$ cat src/rtl/mdu_dispatch_pkg.sv
// ============================================================================
// Module  : mdu_dispatch_pkg
// Brief   : Shared MDU operation codes and pending-slot state encoding.
// Revision: 1.0
// ============================================================================
`default_nettype none

package mdu_dispatch_pkg;

    localparam logic [2:0] mtNone             = 3'd0;
    localparam logic [2:0] mtMultiply         = 3'd1;
    localparam logic [2:0] mtMultiplyUnsigned = 3'd2;
    localparam logic [2:0] mtDivide           = 3'd3;
    localparam logic [2:0] mtDivideUnsigned   = 3'd4;
    localparam logic [2:0] mtSetHI            = 3'd5;
    localparam logic [2:0] mtSetLO            = 3'd6;

    typedef enum logic [0:0] {
        SLOT_EMPTY = 1'b0,
        SLOT_FULL  = 1'b1
    } slot_state_e;

    // Codes the MDU actually executes; everything else is dropped at dispatch.
    function automatic logic is_mdu_op(input logic [2:0] op);
        logic r_ok;
        r_ok = 1'b0;
        case (op)
            mtMultiply, mtMultiplyUnsigned, mtDivide,
            mtDivideUnsigned, mtSetHI, mtSetLO: r_ok = 1'b1;
            default:                            r_ok = 1'b0;
        endcase
        return r_ok;
    endfunction

endpackage

`default_nettype wire

$ cat src/rtl/mdu_pending_slot.sv
// ============================================================================
// Module  : mdu_pending_slot
// Brief   : One-entry holding register for an MDU request awaiting issue.
// Revision: 1.0
// ============================================================================
`default_nettype none

module mdu_pending_slot
    import mdu_dispatch_pkg::*;
(
    input  logic        clk,
    input  logic        rst_n,
    input  logic        i_capture,
    input  logic        i_release,
    input  logic [2:0]  i_op,
    input  logic [31:0] i_a,
    input  logic [31:0] i_b,
    output logic        o_full,
    output logic [2:0]  o_op,
    output logic [31:0] o_a,
    output logic [31:0] o_b
);

    slot_state_e r_state;
    logic [2:0]  r_op;
    logic [31:0] r_a;
    logic [31:0] r_b;

    // Capture wins over release: issuing the old entry and taking a new one
    // in the same cycle leaves the slot occupied by the new entry.
    always_ff @(posedge clk or negedge rst_n) begin
        if (!rst_n) begin
            r_state <= SLOT_EMPTY;
            r_op    <= mtNone;
            r_a     <= '0;
            r_b     <= '0;
        end else if (i_capture) begin
            r_state <= SLOT_FULL;
            r_op    <= i_op;
            r_a     <= i_a;
            r_b     <= i_b;
        end else if (i_release) begin
            r_state <= SLOT_EMPTY;
        end
    end

    assign o_full = (r_state == SLOT_FULL);
    assign o_op   = r_op;
    assign o_a    = r_a;
    assign o_b    = r_b;

endmodule

`default_nettype wire

$ cat src/rtl/mdu_dispatch.sv
// ============================================================================
// Module  : mdu_dispatch
// Brief   : Issue/hazard stage between EX and the HI/LO multiply-divide unit.
// Revision: 1.0
// ============================================================================
`default_nettype none

module mdu_dispatch
    import mdu_dispatch_pkg::*;
(
    input  logic        clk,
    input  logic        rst_n,
    input  logic        i_ex_mdu_valid,
    input  logic [2:0]  i_ex_op,
    input  logic [31:0] i_ex_a,
    input  logic [31:0] i_ex_b,
    input  logic        i_ex_hilo_read,
    input  logic        i_ex_read_hi,
    input  logic        i_flush,
    output logic        o_stall,
    output logic [31:0] o_rd_data,
    output logic        o_mdu_start,
    output logic [2:0]  o_mdu_ctrl,
    output logic [31:0] o_mdu_a,
    output logic [31:0] o_mdu_b,
    input  logic        i_mdu_busy,
    input  logic [31:0] i_mdu_hi,
    input  logic [31:0] i_mdu_lo
);

    logic        w_req;
    logic        w_issue_ok;
    logic        w_slot_full;
    logic        w_issue_pend;
    logic        w_issue_bypass;
    logic        w_capture;
    logic [2:0]  w_slot_op;
    logic [31:0] w_slot_a;
    logic [31:0] w_slot_b;

    logic        r_mdu_start;
    logic [2:0]  r_mdu_ctrl;
    logic [31:0] r_mdu_a;
    logic [31:0] r_mdu_b;

    assign w_req = i_ex_mdu_valid && !i_flush && is_mdu_op(i_ex_op);

    // The start term keeps one idle cycle between starts: busy is not yet
    // visible in the cycle after a start, and mthi/mtlo must not overtake.
    assign w_issue_ok = !i_mdu_busy && !r_mdu_start;

    assign w_issue_pend   = w_slot_full && w_issue_ok;
    assign w_issue_bypass = !w_slot_full && w_req && w_issue_ok;
    assign w_capture      = (w_issue_pend && w_req)
                          || (!w_slot_full && w_req && !w_issue_ok);

    mdu_pending_slot u_slot (
        .clk       (clk),
        .rst_n     (rst_n),
        .i_capture (w_capture),
        .i_release (w_issue_pend),
        .i_op      (i_ex_op),
        .i_a       (i_ex_a),
        .i_b       (i_ex_b),
        .o_full    (w_slot_full),
        .o_op      (w_slot_op),
        .o_a       (w_slot_a),
        .o_b       (w_slot_b)
    );

    always_ff @(posedge clk or negedge rst_n) begin
        if (!rst_n) begin
            r_mdu_start <= 1'b0;
            r_mdu_ctrl  <= mtNone;
            r_mdu_a     <= '0;
            r_mdu_b     <= '0;
        end else begin
            r_mdu_start <= w_issue_pend || w_issue_bypass;
            if (w_issue_pend) begin
                r_mdu_ctrl <= w_slot_op;
                r_mdu_a    <= w_slot_a;
                r_mdu_b    <= w_slot_b;
            end else if (w_issue_bypass) begin
                r_mdu_ctrl <= i_ex_op;
                r_mdu_a    <= i_ex_a;
                r_mdu_b    <= i_ex_b;
            end
        end
    end

    // HI/LO are final only once nothing is in flight or waiting to issue.
    assign o_stall = (w_req && w_slot_full && !w_issue_ok)
                   || (i_ex_hilo_read && !i_flush
                       && (i_mdu_busy || r_mdu_start || w_slot_full));

    assign o_rd_data   = i_ex_read_hi ? i_mdu_hi : i_mdu_lo;
    assign o_mdu_start = r_mdu_start;
    assign o_mdu_ctrl  = r_mdu_ctrl;
    assign o_mdu_a     = r_mdu_a;
    assign o_mdu_b     = r_mdu_b;

endmodule

`default_nettype wire

$ cat config.mk
export PLATFORM = sky130hd
export DESIGN_NAME = mdu_dispatch
export DESIGN_NICKNAME = d
export VERILOG_FILES = /design/src/rtl/mdu_dispatch_pkg.sv /design/src/rtl/mdu_pending_slot.sv /design/src/rtl/mdu_dispatch.sv
export SDC_FILE = /design/constraint.sdc
export NUM_CORES = 1
export LEC_CHECK = 0
export BUFFER_PORTS_ARGS = -buffer_cell sky130_fd_sc_hd__buf_2
export CORE_MARGIN = 2
export CORE_UTILIZATION = 50
export DETAILED_ROUTE_END_ITERATION = 6
export PLACE_DENSITY = 0.91
export SLEW_MARGIN = 20
export SYNTH_ARGS = -nofsm -noshare
export SYNTH_HDL_FRONTEND = slang
export SYNTH_SLANG_ARGS = --single-unit
$ cat constraint.sdc
create_clock -name clk -period 2.3 [get_ports clk]
set_clock_uncertainty 0.1 [all_clocks]
set_input_delay 0 -clock clk [delete_from_list [all_inputs] [get_ports clk]]
set_output_delay 0 -clock clk [all_outputs]
set_load 0.005 [all_outputs]
==> flow_summary.ini <==
[power]
p_total_mw = 9.46
vdd_drop_max_mv = 0.643
p_leak_nw = 4.37
power.density_nw_per_um2 = 1040

[global_routing]
grt_antenna_before_repair = 1
grt_max_degree = 70
first_global_vias = 6389
grt_pass1_wl_um = 31900
grt_usage = 0.291
grt_overflow = 0

[floorplan]
num_rows = 41
die_y_um = 117
dieArea_um2 = 13800
coreArea_um2 = 12600
start_util = 0.510
io_pins = 239
die_w_um = 117

[clock_tree]
cts_buffers = 17
post-cts-setup-buffers = 0
clkLatencyLatePin_ps = 420
cts.repair.resized = 0
h-tree-depth = 4
clkSinkCount = 136
clk_pin_slew_ps = 60
clockRootBuffer = clkbuf_16
cts_buffer_depth = 2
cts_tree = yes

[timing]
fin_crit_ps = 2120
slew_headroom = 0.567
fin_crit_sh = 0.923
rsz0062_at_grt = false
maxClockFrequency_mhz = 471
setup_viol = 0
worst_slew_pin_slew_ps = 650
setup_tns_ps = 0
maxSlewViolCount = 0
hold_viol_final = 0

[worst_setup_path]
path_class = reg -> out
reg2reg_from = o_mdu_start
worstPathRequired_ps = 2200
cp_cell_sequence = or2_2, buf_4, nand3_1, o21ai_0, buf_2
cp_slowest_cell = buf_4
cp_num_buf_inv = 2
crit_path_start_kind = register
crit_family = buffers and inverters
cp_slowest_stage_delay_ps = 490
worstPathMaxFanout = 51
worstSetupEndpointType = primary output
cp-startpoint = o_mdu_start
crit_arrival_ps = 2020

[hold_path]
hold_class = in -> async

[synthesis]
synth-warning-count = 0
syn_inst = 574
synth_edf_count = 0
synth_nets = 712
synth_area_um2 = 6440
synth_ff_type = dfrtp_1
avgSynthCellArea_um2 = 11.2
ys_seq_elements = 136
async_reset_ff_frac = 1.00
synth.distinct_cells = 26
seq_area_frac_synth = 0.529

[detailed_routing]
first_iter_violations = 505
routed_wirelength_um = 20000
avgRoutedWirePerCell_um = 19.0
first_pass_iters = 5
viasPerCell = 5.75
ant_nets = 0
vias = 6052
drcViolationCount = 0

[cells_and_area]
final_nets = 1005
drive_above_1_share = 0.441
syn2layout_area_growth_pct = 41.1

[status]
outcome = complete, no violations

[run]
drv_cap = 0

[placed_design]
port_buffers = 238
dp_hpwl_um = 11800
gp_congestion = 0.821
[Yosys cell counts (2+ instances only)]
library cell    n  area, um^2
buf_6          10         113
mux2_2         99        1110
a221oi_1        3        26.3
buf_2           7        35.0
nand2_1       131         492
o22ai_1         3        18.8
clkbuf_1       25        93.8
nand3_1        65         325
or2_1           2        12.5
a221o_1        64         641
buf_1           5        18.8
dfrtp_1       136        3400
nor2_1          9        33.8
inv_1           3        11.3
[placed cells by master, fill, tap and decap left out, types with 2 or more instances in the layout]
cell / instances
nor2_1: 8
o22ai_1: 3
clkbuf_8: 4
mux2_2: 99
a221o_1: 64
buf_2: 237
nand2_1: 131
dfrtp_1: 135
bufinv_16: 3
buf_12: 5
inv_1: 3
clkbuf_1: 2
clkbuf_16: 17
buf_4: 8
nand3_1: 65
clkinv_2: 6
a221oi_1: 3
dlygate4sd3_1: 70
[state kept, by name, indices dropped and copies added (netlist names)]
register and cells:
o_mdu_ctrl 3, u_slot.o_op 3, u_slot.o_full 1, o_mdu_a 32
o_mdu_start 1, u_slot.o_a 32, o_mdu_b 32, u_slot.o_b 32
[layer usage]
metal	up-vias	share of wire	track usage
li1	2671	-	-
met1	2993	0.38	0.332
met2	341	0.51	0.504
met3	47	0.074	0.0727
met4	0	0.040	0.156
met5	-	0	0
[kinds of logic (layout without fill, tap and decap cells)]
kind of cell | Yosys count | in the layout | synth area share
and+or+nand+nor | 216 | 216 | 0.146
DFF | 136 | 136 | 0.529
muxes | 99 | 99 | 0.173
AOI/OAI and AO/OA | 73 | 73 | 0.110
buffers and inverters | 50 | 356 | 0.0422
other | 0 | 1 | 0
[power by group]
part	internal (mW)	total (mW)	switching, mW	leakage (nW)
Clock	1.81	2.84	1.03	0.306
Combinational	1.45	2.66	1.21	2.51
Sequential	3.29	3.96	0.665	1.55
[final timing paths]
| check | depth (start not counted) | end | slack [ps] |
|---|---|---|---|
| max reg2reg | 4 | u_slot.o_b[11] | 330 |
| min in group clk | 4 | u_slot.o_full | 50 |
| max in group asynchronous | 3 | o_mdu_b[22] | 1250 |
| min reg2reg | 1 | u_slot.o_b[28] | 400 |
| min | 2 | o_mdu_a[23] | 50 |
| max | 5 | o_stall | 180 |
[metrics by stage]
| step | cells | instance area, um^2 | setup slack (ps) | hold WS (ps) | util |
|---|---|---|---|---|---|
| finish | 1053 | 9090 | 177 | 48.8 | 0.720 |
| global placement | 950 | 7770 | 388 | -95.0 | 0.616 |
| floorplan | 574 | 6440 | 445 | -396 | - |
| global route | 1053 | 9090 | 43.9 | 75.0 | 0.720 |
| detailed placement | 950 | 7770 | 366 | -92.6 | 0.616 |
| CTS | 1052 | 9080 | 186 | 24.2 | 0.720 |
[final cells by class]
| type | count | area (um^2) |
|---|---|---|
| antenna | 1 | 2.50 |
| clock buffer | 23 | 488 |
| clock inverter | 9 | 120 |
| fill | 819 | 3530 |
| inverter | 3 | 11.3 |
| multi-input combinational | 388 | 2790 |
| sequential | 136 | 3400 |
| tap | 172 | 215 |
| timing repair buffer | 321 | 2060 |
[what timing repair did]
item | 4_1_cts | 5_1_grt
hold endpoints to repair | 271 | 0
hold buffers | 70 | 0
endpoints found under the setup margin | 0 | 0
No activity file was read; power rests on OpenSTA's default activity.
